`src/rtl/banner_scroller_pkg.sv`:
```
// Shared types, constants and width helper for the banner scroller
// and its prescaler.
package banner_pkg;

    typedef enum logic {
        WRAP   = 1'b0,
        BOUNCE = 1'b1
    } mode_e;

    typedef enum logic {
        DOWN = 1'b0,
        UP   = 1'b1
    } bdir_e;

    localparam logic [4:0] SYM_BLANK = 5'h10;

    // Address/counter width for n entries, never narrower than one bit.
    function automatic int clog2w(input int n);
        return (n < 2) ? 1 : $clog2(n);
    endfunction

endpackage

```
`src/rtl/banner_scroller_tick_prescaler.sv`:
```
// Free-running divide-by-DIV prescaler; emits a registered one-cycle
// advance request each time the count wraps.
module tick_prescaler
    import banner_pkg::*;
#(
    parameter int DIV = 25_000_000
) (
    input  logic clk,
    input  logic rst_n,
    input  logic en,
    output logic tick
);

    localparam int CW = clog2w(DIV);

    logic [CW-1:0] cnt_r;
    logic          tick_r;

    // Count 0..DIV-1 while enabled; hold (not clear) when disabled.
    always_ff @(posedge clk or negedge rst_n) begin
        if (!rst_n) begin
            cnt_r  <= {CW{1'b0}};
            tick_r <= 1'b0;
        end else if (en) begin
            if (cnt_r == CW'(DIV - 1)) begin
                cnt_r  <= {CW{1'b0}};
                tick_r <= 1'b1;
            end else begin
                cnt_r  <= cnt_r + CW'(1);
                tick_r <= 1'b0;
            end
        end else begin
            tick_r <= 1'b0;
        end
    end

    assign tick = tick_r;

endmodule

```
`src/rtl/banner_scroller.sv`:
```
// Rotating-banner engine: message buffer, position/direction FSM,
// step edge detector and registered DIGITS-wide display window.
module banner_scroller
    import banner_pkg::*;
#(
    parameter int DIGITS   = 6,
    parameter int MSG_LEN  = 10,
    parameter int SYM_W    = 5,
    parameter int TICK_DIV = 25_000_000
) (
    input  logic                            clk,
    input  logic                            rst_n,
    input  logic                            en,
    input  logic                            dir,
    input  logic                            mode,
    input  logic                            step,
    input  logic                            wr_en,
    input  logic [clog2w(MSG_LEN)-1:0]      wr_addr,
    input  logic [SYM_W-1:0]                wr_data,
    output logic [DIGITS*SYM_W-1:0]         digits,
    output logic [clog2w(MSG_LEN)-1:0]      pos,
    output logic                            tick,
    output logic                            wrap
);

    localparam int AW      = clog2w(MSG_LEN);
    localparam int MAX_POS = MSG_LEN - DIGITS;

    logic [SYM_W-1:0]        msg_r [MSG_LEN];
    logic [AW-1:0]           pos_r, pos_nxt_s;
    bdir_e                   bdir_r, bdir_nxt_s;
    logic                    tick_r, wrap_r, wrap_nxt_s;
    logic [DIGITS*SYM_W-1:0] digits_r, digits_nxt_s;
    logic                    step_r, step_d_r;
    logic                    auto_req_s, man_req_s, adv_s;
    mode_e                   mode_s;

    tick_prescaler #(.DIV(TICK_DIV)) u_prescaler (
        .clk   (clk),
        .rst_n (rst_n),
        .en    (en),
        .tick  (auto_req_s)
    );

    // Index of window slot k, wrapped modulo MSG_LEN.
    function automatic logic [AW-1:0] win_idx(input logic [AW-1:0] p, input int k);
        logic [AW:0] sum;
        sum = {1'b0, p} + (AW+1)'(k);
        if (sum >= (AW+1)'(MSG_LEN)) begin
            sum = sum - (AW+1)'(MSG_LEN);
        end else begin
            sum = sum;
        end
        return sum[AW-1:0];
    endfunction

    assign mode_s    = mode_e'(mode);
    assign man_req_s = step_r & ~step_d_r;
    assign adv_s     = auto_req_s | man_req_s;

    // Step synchroniser stage plus previous-value register for edge detect.
    always_ff @(posedge clk or negedge rst_n) begin
        if (!rst_n) begin
            step_r   <= 1'b0;
            step_d_r <= 1'b0;
        end else begin
            step_r   <= step;
            step_d_r <= step_r;
        end
    end

    // Message buffer; out-of-range addresses are dropped.
    always_ff @(posedge clk or negedge rst_n) begin
        if (!rst_n) begin
            for (int i = 0; i < MSG_LEN; i++) begin
                msg_r[i] <= SYM_W'(i % 16);
            end
        end else if (wr_en && (int'(wr_addr) < MSG_LEN)) begin
            msg_r[wr_addr] <= wr_data;
        end
    end

    // Next position, bounce direction and wrap pulse for one advance.
    always_comb begin
        pos_nxt_s  = pos_r;
        bdir_nxt_s = bdir_r;
        wrap_nxt_s = 1'b0;
        case (mode_s)
            WRAP: begin
                bdir_nxt_s = dir ? UP : DOWN;
                if (adv_s) begin
                    if (dir) begin
                        if (pos_r == AW'(MSG_LEN - 1)) begin
                            pos_nxt_s  = {AW{1'b0}};
                            wrap_nxt_s = 1'b1;
                        end else begin
                            pos_nxt_s = pos_r + AW'(1);
                        end
                    end else begin
                        if (pos_r == {AW{1'b0}}) begin
                            pos_nxt_s  = AW'(MSG_LEN - 1);
                            wrap_nxt_s = 1'b1;
                        end else begin
                            pos_nxt_s = pos_r - AW'(1);
                        end
                    end
                end else begin
                    pos_nxt_s = pos_r;
                end
            end
            BOUNCE: begin
                if (!adv_s) begin
                    pos_nxt_s = pos_r;
                end else if (MAX_POS == 0) begin
                    pos_nxt_s  = {AW{1'b0}};
                    wrap_nxt_s = 1'b1;
                end else if (pos_r > AW'(MAX_POS)) begin
                    // Entered bounce outside the range: clamp and head down.
                    pos_nxt_s  = AW'(MAX_POS);
                    bdir_nxt_s = DOWN;
                    wrap_nxt_s = 1'b1;
                end else if (bdir_r == UP) begin
                    if (pos_r == AW'(MAX_POS)) begin
                        pos_nxt_s  = AW'(MAX_POS - 1);
                        bdir_nxt_s = DOWN;
                        wrap_nxt_s = 1'b1;
                    end else begin
                        pos_nxt_s = pos_r + AW'(1);
                    end
                end else begin
                    if (pos_r == {AW{1'b0}}) begin
                        pos_nxt_s  = AW'(1);
                        bdir_nxt_s = UP;
                        wrap_nxt_s = 1'b1;
                    end else begin
                        pos_nxt_s = pos_r - AW'(1);
                    end
                end
            end
            default: begin
                pos_nxt_s  = pos_r;
                bdir_nxt_s = bdir_r;
                wrap_nxt_s = 1'b0;
            end
        endcase
    end

    // Window contents from the current position and buffer.
    always_comb begin
        digits_nxt_s = {(DIGITS*SYM_W){1'b0}};
        for (int k = 0; k < DIGITS; k++) begin
            digits_nxt_s[k*SYM_W +: SYM_W] = msg_r[win_idx(pos_r, k)];
        end
    end

    // Position/direction state and registered outputs.
    always_ff @(posedge clk or negedge rst_n) begin
        if (!rst_n) begin
            pos_r  <= {AW{1'b0}};
            bdir_r <= UP;
            tick_r <= 1'b0;
            wrap_r <= 1'b0;
            for (int k = 0; k < DIGITS; k++) begin
                digits_r[k*SYM_W +: SYM_W] <= SYM_W'(k % 16);
            end
        end else begin
            pos_r    <= pos_nxt_s;
            bdir_r   <= bdir_nxt_s;
            tick_r   <= adv_s;
            wrap_r   <= wrap_nxt_s;
            digits_r <= digits_nxt_s;
        end
    end

    assign digits = digits_r;
    assign pos    = pos_r;
    assign tick   = tick_r;
    assign wrap   = wrap_r;

endmodule

```
`config.mk`:
```
export PLATFORM = sky130hd
export DESIGN_NAME = banner_scroller
export DESIGN_NICKNAME = d
export VERILOG_FILES = /design/src/rtl/banner_scroller_pkg.sv /design/src/rtl/banner_scroller_tick_prescaler.sv /design/src/rtl/banner_scroller.sv
export SDC_FILE = /design/constraint.sdc
export NUM_CORES = 1
export LEC_CHECK = 0
export ABC_AREA = 0
export BUFFER_PORTS_ARGS = -buffer_cell sky130_fd_sc_hd__clkbuf_2
export CAP_MARGIN = 10
export CORE_AREA = 2 2 145 105
export CTS_CLUSTER_SIZE = 10
export DETAILED_ROUTE_END_ITERATION = 12
export DIE_AREA = 0 0 147 107
export PLACE_DENSITY = 0.79
export SYNTH_ARGS = -nofsm -noshare
export SYNTH_HDL_FRONTEND = slang
export SYNTH_HIERARCHICAL = 1
export SYNTH_SLANG_ARGS = --single-unit
```
`constraint.sdc`:
```
create_clock -name clk -period 3.72 [get_ports clk]
set_input_delay 1.116 -clock clk [delete_from_list [all_inputs] [get_ports clk]]
set_output_delay 1.116 -clock clk [all_outputs]
set_load 0.05 [all_outputs]
```
# [Word-level counts from Yosys, hierarchy flattened]
# Cells that the tools add are included.
[op_classes] n_addsub=14 eq_ne=5 n_mux=55 n_bitwise=11 order_cmp=16 n_reduce_logical=4
[op_table] op="binary-select mux 5 bit (select 4 bit)" n=6
[op_table] op="2-to-1 mux 5 bit" n=13
[op_table] op="2-to-1 mux 4 bit" n=15
[op_table] op="bitwise mux 50 bit" n=1
[op_table] op="greater-or-equal comparator 5 bit, second input constant" n=7
[op_table] op="inverter 4 -> 5 bit" n=7
[op_table] op="adder 25 x 1 -> 25 bit, second input constant" n=1
[op_table] op="== test 25 bit, second input constant" n=1
[op_table] op="greater-or-equal comparator 5 x 4 -> 1 bit, second input constant" n=5
[op_table] op="2-to-1 mux 25 bit" n=1
[op_table] op="subtractor 4 bit, second input constant" n=6
[op_table] op="demux 5 bit (select 4 bit)" n=1
[op_table] op="2-to-1 mux 1 bit" n=15
[op_table] op="adder 4 x 2 -> 5 bit, second input constant" n=2
[op_table] op="adder 4 x 3 -> 5 bit, second input constant" n=2
[op_table] op="case mux 4 bit (2 select lines)" n=1
[op_table] op="adder 4 x 1 -> 5 bit, second input constant" n=1
[op_table] op="less-than comparator 5 x 1 -> 1 bit, second input constant" n=1
[op_table] op="adder 4 x 1 -> 4 bit, second input constant" n=1
[op_table] op="== test 4 x 3 -> 1 bit, second input constant" n=1
[op_table] op="== test 4 bit, second input constant" n=1
[op_table] op="greater-or-equal comparator 4 bit, second input constant" n=1
[op_table] op="greater-than comparator 4 x 3 -> 1 bit, second input constant" n=1
[op_table] op="logical NOT 4 bit" n=1
[op_table] op="10 further kinds" n=13
[word_totals] reg_bits=115 out_inout_bits=36 wordCells=124 in_bits=16

# [Longest topological paths before layout]
[logic_depth] depth_word=7 depth_mapped=13

# [By module]
# The synthesis kept the hierarchy.
[modules_own_cells] mod="banner_scroller" seq_area_each_um2=2255.9 area_each_um2=6371.1 cells_each=600 instances=1
[modules_own_cells] mod="tick_prescaler" seq_area_each_um2=650.6 area_each_um2=1386.3 cells_each=146 instances=1

# [Least setup slack after synthesis]
# Ideal clock, no wire load.
[synth_path] path_kind="reg2reg" start="register pos_r[1], in the netlist pos[1]" end="register digits_r[28], in the netlist digits[28]" path_stages_with_launch=12 n_path_buf=2 setup_ns=0.126 arrival_time_ns=3.487 path_slack_ns=0.107 path_cell_list="dfrtp_1 -> clkbuf_1 -> inv_1 -> ha_1 -> buf_2 -> clkinv_1 -> ha_1 -> o21ai_2 -> a21oi_4 -> xnor2_4 -> mux2_2 -> a221o_1"
[synth_via] elab_chain_len=7 elab_cells_between_ends=8 cone_classes="add/sub: 2; order compare: 1; mux: 4; bitwise: 1"
[synth_rtl] element="start: declaration" line_no="banner_scroller.sv:30" rtl="logic [AW-1:0] pos_r, pos_nxt_s;"
[synth_rtl] element="start signal: assignment" line_no="banner_scroller.sv:159" rtl="pos_r <= {AW{1'b0}};"
[synth_rtl] element="start signal: assignment" line_no="banner_scroller.sv:167" rtl="pos_r <= pos_nxt_s;"
[synth_rtl] element="adder 4 x 3 -> 5 bit (*)" line_no="banner_scroller.sv:48" rtl="sum = {1'b0, p} + (AW+1)'(k);"
[synth_rtl] element="subtractor 4 bit or greater-or-equal comparator 5 x 4 -> 1 bit (tied branches)" line_no="banner_scroller.sv:50, banner_scroller.sv:49"
[synth_rtl] element="2-to-1 mux 4 bit (*)" line_no="banner_scroller.sv:49" rtl="if (sum >= (AW+1)'(MSG_LEN)) begin"
[synth_rtl] element="inverter 4 -> 5 bit (not written as such) (*)" line_no="banner_scroller.sv:152" rtl="digits_nxt_s[k*SYM_W +: SYM_W] = msg_r[win_idx(pos_r, k)];"
[synth_rtl] element="binary-select mux 5 bit (select 4 bit) (*)" line_no="banner_scroller.sv:152"
[synth_rtl] element="2-to-1 mux 5 bit (not written as such) (*) (2 in series)" line_no="banner_scroller.sv:152"
[synth_rtl] element="via digits_nxt_s[28]" line_no="banner_scroller.sv:33" rtl="logic [DIGITS*SYM_W-1:0] digits_r, digits_nxt_s;"
[synth_rtl] element="end signal: indexed assignment" line_no="banner_scroller.sv:164" rtl="digits_r[k*SYM_W +: SYM_W] <= SYM_W'(k % 16);"
[synth_rtl] element="end signal: assignment" line_no="banner_scroller.sv:171" rtl="digits_r <= digits_nxt_s;"
[synth_rtl] element="end: declaration" line_no="banner_scroller.sv:33"
# Mark *: on every way through the listed nets, which the timed path passes. The rest lies on a longest branch. The select of a mux whose other input is x is not followed.
# A chain may end at the register's enable or synchronous reset.

# [Worst setup path after layout]
[layout_path] start="register pos_r[0], in the netlist pos[0]" end="register digits_r[26], in the netlist digits[26]"
# Same word-level chain as after synthesis.

==> metrics.txt <==
# TYPE chip_impl_metric gauge
chip_impl_metric{name="worst_pin_slew",unit="ns"} 0.933
chip_impl_metric{name="groute.usage.overall",unit="%"} 27.9
chip_impl_metric{name="post_cts_hold_buffer_count",unit=""} 0
chip_impl_metric{name="grt_antenna_before_repair",unit=""} 0
chip_impl_metric{name="power_switching_share",unit="%"} 46.2
chip_impl_info{name="setup.worst_path.start_class",value="register"} 1
chip_impl_metric{name="worst-r2r-setup-slack",unit="ns"} 0.53
chip_impl_metric{name="gr-usage-met3",unit="%"} 7.11
chip_impl_metric{name="die_area",unit="µm²"} 15700
chip_impl_metric{name="num-nets-final",unit=""} 839
chip_impl_metric{name="area.growth.synth_to_final",unit="%"} 14.5
chip_impl_metric{name="power_density",unit="nW/µm²"} 1020
chip_impl_metric{name="worst_ep_arrival_time",unit="ns"} 3.50
chip_impl_metric{name="cp.required",unit="ns"} 4.03
chip_impl_metric{name="num_io_pins",unit=""} 52
chip_impl_metric{name="drt_pre_antenna_iters",unit=""} 5
chip_impl_info{name="setup.worst_path.end_class",value="register"} 1
chip_impl_metric{name="initial_core_utilization",unit="%"} 54.1
chip_impl_metric{name="largest_fanout_on_the_critical_path",unit=""} 10
chip_impl_metric{name="post_detailed_route_wirelength_per_cell",unit="µm"} 21.1
chip_impl_metric{name="detail_route.vias_per_cell",unit=""} 6.48
chip_impl_metric{name="syn_avg_cell_area",unit="µm²"} 10.4
chip_impl_metric{name="setup_viol",unit=""} 0
chip_impl_info{name="netlist_top_cells_area",value="sky130_fd_sc_hd__dfrtp_1 (30%), sky130_fd_sc_hd__mux2_2 (12%), sky130_fd_sc_hd__mux2i_1 (9.7%)"} 1
chip_impl_metric{name="yosys_warning_total",unit=""} 6
chip_impl_info{name="critical-path-slowest-cell",value="sky130_fd_sc_hd__ha_1"} 1
chip_impl_metric{name="fillers",unit=""} 1144
chip_impl_metric{name="synth-seq-cells",unit=""} 115
chip_impl_metric{name="routabilityCongestion",unit=""} 0.946
chip_impl_info{name="min-delay-start",value="step_r$_DFF_PN0_"} 1
chip_impl_metric{name="post-cts-setup-buffer-count",unit=""} 0
chip_impl_info{name="cts_root_buffer",value="sky130_fd_sc_hd__clkbuf_16"} 1
chip_impl_metric{name="fin_total_pwr",unit="mW"} 9.08
chip_impl_metric{name="gr-usage-met2",unit="%"} 40.4
chip_impl_metric{name="ir_worst_vdd",unit="µV"} 656
chip_impl_metric{name="static-leakage-power",unit="nW"} 3.86
chip_impl_metric{name="gr-usage-met1",unit="%"} 42.0
chip_impl_metric{name="dpl_worst_slack",unit="ns"} 0.371
chip_impl_metric{name="max_slew_margin",unit="%"} 37.8
chip_impl_metric{name="async_flop_share",unit="%"} 100
chip_impl_metric{name="timing.fmax",unit="MHz"} 313
chip_impl_metric{name="power_frac_seq",unit="%"} 21.8
chip_impl_metric{name="worst_skew_pair.late_latency",unit="ns"} 0.43
chip_impl_metric{name="detailed_place_hpwl",unit="mm"} 15.3
chip_impl_info{name="timing.critical_path.cells",value="clkinv_1 -> ha_1 -> clkinv_1 -> ha_1 -> o21ai_2 -> a21oi_4 -> xnor2_4 -> mux2_2 -> a221o_1"} 1
chip_impl_metric{name="wl",unit="mm"} 21.3
chip_impl_info{name="rr_endpoint",value="digits[26]$_DFF_PN0_"} 1
chip_impl_metric{name="finalMaxSlewViolations",unit=""} 0
chip_impl_metric{name="setup-tns-final",unit="ns"} 0
chip_impl_metric{name="ys_seq_area_share",unit="%"} 37.5
chip_impl_metric{name="vias",unit=""} 6539
chip_impl_metric{name="std_cell_rows",unit=""} 37
chip_impl_metric{name="cts_buffer_depth",unit=""} 2
chip_impl_metric{name="syn-num-nets",unit=""} 783
chip_impl_metric{name="synth_cells",unit=""} 746
chip_impl_metric{name="remaining_number_of_nets_flagged_by_the_antenna_check_after_routing",unit=""} 0
chip_impl_info{name="clock_tree_from_tritoncts",value="yes"} 1
chip_impl_info{name="hold-path-endpoint",value="step_d_r$_DFF_PN0_"} 1
chip_impl_info{name="rr_startpoint",value="pos[0]$_DFFE_PN0P_"} 1
chip_impl_metric{name="synth_cell_type_count",unit=""} 77
chip_impl_metric{name="max_cap_viol_count",unit=""} 0
chip_impl_metric{name="worst_path_setup_slack_after_routing",unit="ns"} 0.529
chip_impl_info{name="rsz0062_at_grt",value="no"} 1
chip_impl_info{name="status",value="finished clean"} 1
chip_impl_metric{name="synth-edff-count",unit=""} 0
chip_impl_info{name="synthDominantAreaCellType",value="sky130_fd_sc_hd__dfrtp_1"} 1
chip_impl_metric{name="maximum_number_of_pins_on_one_net_before_global_route_repair",unit=""} 54
chip_impl_metric{name="post_layout_cell_count",unit=""} 1009
chip_impl_info{name="grt_busiest_layer",value="met1"} 1
chip_impl_metric{name="hold-path-cell-count",unit=""} 0
chip_impl_metric{name="timing.clock.skew",unit="ns"} 0.00978
chip_impl_metric{name="clock_sink_count",unit=""} 115
chip_impl_metric{name="synth_area",unit="µm²"} 7760
chip_impl_metric{name="r2r.worst_path.cells",unit=""} 9
chip_impl_metric{name="die_h",unit="µm"} 107
chip_impl_metric{name="layout_min_cycle_time",unit="ns"} 3.19
chip_impl_metric{name="antenna-diode-count",unit=""} 0
chip_impl_info{name="crit_path_start",value="pos[0]$_DFFE_PN0P_"} 1
chip_impl_metric{name="finalHoldViolations",unit=""} 0
chip_impl_metric{name="comb_power_share",unit="%"} 60.4
chip_impl_info{name="min-delay-path-class",value="reg -> reg"} 1
chip_impl_metric{name="global_route_wire_length_before_repair",unit="mm"} 34.2
chip_impl_metric{name="area_of_the_placeable_core",unit="µm²"} 14400
chip_impl_metric{name="clkSlewWorstSetupHoldPaths",unit="ns"} 0.06
chip_impl_metric{name="post_cts_resize_count",unit=""} 0
chip_impl_metric{name="intPower",unit="mW"} 4.88
chip_impl_metric{name="clkPwrFrac",unit="%"} 17.8
chip_impl_metric{name="dp.cells",unit=""} 977
chip_impl_metric{name="portBuffers",unit=""} 51
chip_impl_metric{name="die_x",unit="µm"} 147
chip_impl_metric{name="route.detailed.drc",unit=""} 0
chip_impl_metric{name="drt_iter0_drc",unit=""} 689
chip_impl_metric{name="p_switching",unit="mW"} 4.20
chip_impl_metric{name="layout_cell_share_with_drive_strength_beyond_1",unit="%"} 29.9
chip_impl_metric{name="layout_worst_path_cycle_share",unit="%"} 85.8
chip_impl_info{name="synth_top_flop_cell",value="sky130_fd_sc_hd__dfrtp_1"} 1
chip_impl_info{name="worstSetupPathType",value="reg -> reg"} 1
chip_impl_metric{name="max_stage_delay",unit="ns"} 0.60
chip_impl_metric{name="gr-total-overflow",unit=""} 0
chip_impl_metric{name="synthDominantCellAreaShare",unit="%"} 29.7
chip_impl_metric{name="cts_max_level",unit=""} 4
chip_impl_metric{name="number_of_global_route_vias_before_repair",unit=""} 6180
chip_impl_metric{name="numCtsBuffers",unit=""} 17
-- synthesized netlist by cell type, types with 3 or more instances --
library cell,instances
sky130_fd_sc_hd__mux2i_1,75
sky130_fd_sc_hd__mux4_2,7
sky130_fd_sc_hd__mux2_2,84
sky130_fd_sc_hd__and4_1,4
sky130_fd_sc_hd__o31ai_1,9
sky130_fd_sc_hd__nand3b_1,7
sky130_fd_sc_hd__nor2b_1,8
sky130_fd_sc_hd__or4_1,5
sky130_fd_sc_hd__a22oi_1,5
sky130_fd_sc_hd__dfstp_2,23
sky130_fd_sc_hd__ha_1,20
sky130_fd_sc_hd__nor2_1,38
sky130_fd_sc_hd__and3_1,3
sky130_fd_sc_hd__a21o_1,4
sky130_fd_sc_hd__o221ai_1,12
sky130_fd_sc_hd__a22o_1,4
sky130_fd_sc_hd__nand2_1,44
sky130_fd_sc_hd__xor2_1,10
sky130_fd_sc_hd__nor3_1,16
sky130_fd_sc_hd__buf_1,7
sky130_fd_sc_hd__clkbuf_1,14
sky130_fd_sc_hd__o21ai_0,20
sky130_fd_sc_hd__o22ai_1,15
sky130_fd_sc_hd__nor3b_1,4
sky130_fd_sc_hd__buf_2,16
sky130_fd_sc_hd__and2_1,4
sky130_fd_sc_hd__a31oi_1,8
sky130_fd_sc_hd__a221o_1,9
sky130_fd_sc_hd__xnor2_1,11
sky130_fd_sc_hd__or3_1,8
sky130_fd_sc_hd__nand4_1,13
sky130_fd_sc_hd__nand3_1,14
sky130_fd_sc_hd__a211oi_1,3
sky130_fd_sc_hd__a21oi_1,31
sky130_fd_sc_hd__dfrtp_1,92
sky130_fd_sc_hd__nor4_1,6
sky130_fd_sc_hd__nand2b_1,10
sky130_fd_sc_hd__inv_1,20
sky130_fd_sc_hd__o211ai_1,14
-- flip-flops by register name, summed over array words and instances (netlist names) --
| signal | count |
|---|---|
| wrap | 1 |
| bdir_r | 1 |
| u_prescaler/tick | 1 |
| pos | 4 |
| step_r | 1 |
| step_d_r | 1 |
| tick | 1 |
| msg_r | 50 |
| digits | 30 |
| u_prescaler/cnt_r | 25 |
-- final cells by class --
| cell class | instances | area, µm² | share of cell area, % |
|---|---|---|---|
| inverters | 24 | 92.6 | 1.04 |
| repair buffers | 76 | 462 | 5.20 |
| clock buffers | 17 | 425 | 4.79 |
| clock inverters | 14 | 153 | 1.72 |
| well taps | 195 | 244 | 2.75 |
| multi-input cells | 568 | 4590 | 51.7 |
| flip-flops and latches | 115 | 2910 | 32.8 |
-- power by group through the flow --
stage | sequential [mW] | clock (mW) | combinational (mW)
detailed placement | 1.97 | 0 | 5.32
finish | 1.98 | 1.62 | 5.48
CTS | 1.96 | 1.63 | 5.37
global placement | 1.96 | 0 | 5.23
global route | 2.01 | 1.70 | 5.87
floorplan | 2.35 | 0 | 3.65
-- layout by cell type (no fill, tap or decap), types with 23 or more instances in the layout --
| master | count |
|---|---|
| sky130_fd_sc_hd__buf_4 | 24 |
| sky130_fd_sc_hd__nor2_1 | 38 |
| sky130_fd_sc_hd__dfrtp_1 | 91 |
| sky130_fd_sc_hd__clkbuf_2 | 50 |
| sky130_fd_sc_hd__dfstp_2 | 23 |
| sky130_fd_sc_hd__nand2_1 | 44 |
| sky130_fd_sc_hd__mux2i_1 | 75 |
| sky130_fd_sc_hd__a21oi_1 | 31 |
| sky130_fd_sc_hd__mux2_2 | 84 |
-- critical path: cells and delay by family, from the launching register on --
family	cells	cell delay [ns]
compound gates	3	0.53
xor+xnor	1	0.37
fa+ha+maj	2	0.87
buf+inv	2	0.45
flops	1	0.45
mux	1	0.39
-- metrics by stage --
stage	area (µm²)	util (%)	hold slack [ns]
floorplan	7760	-	0.354
global placement	8290	57.8	0.363
detailed placement	8290	57.8	0.366
CTS	8870	61.8	0.379
global route	8880	61.9	0.399
finish	8880	61.9	0.379
-- per-layer routing --
| metal | up-vias | part of all wire (%) |
|---|---|---|
| met5 | - | 0 |
| met4 | 0 | 1.2 |
| met3 | 29 | 9.7 |
| met2 | 373 | 42 |
| met1 | 3197 | 47 |
| li1 | 2940 | - |
-- cell families (layout without fill, tap and decap cells) --
logic type / Yosys count / count (layout) / share of synthesized area [%]
and+or+nand+nor: 193 / 193 / 13.1
muxes: 167 / 167 / 24.0
AOI/OAI and AO/OA: 162 / 162 / 14.9
DFF: 115 / 115 / 37.5
buffers and inverters: 63 / 131 / 3.48
xor gates and xnor gates: 25 / 25 / 3.50
adders and majority gates: 21 / 21 / 3.48
-- worst max-delay path by stage --
stage                      endpoint  slack (ns)
6_report       digits[26]$_DFF_PN0_        0.53
5_1_grt         digits[9]$_DFF_PN0_        0.29
4_1_cts        digits[12]$_DFF_PN0_        0.30
3_5_place_dp   digits[12]$_DFF_PN0_        0.37
3_3_place_gp   digits[11]$_DFF_PN1_        0.53
2_1_floorplan  digits[28]$_DFF_PN0_        0.11
No activity file was read; power rests on OpenSTA's default activity.
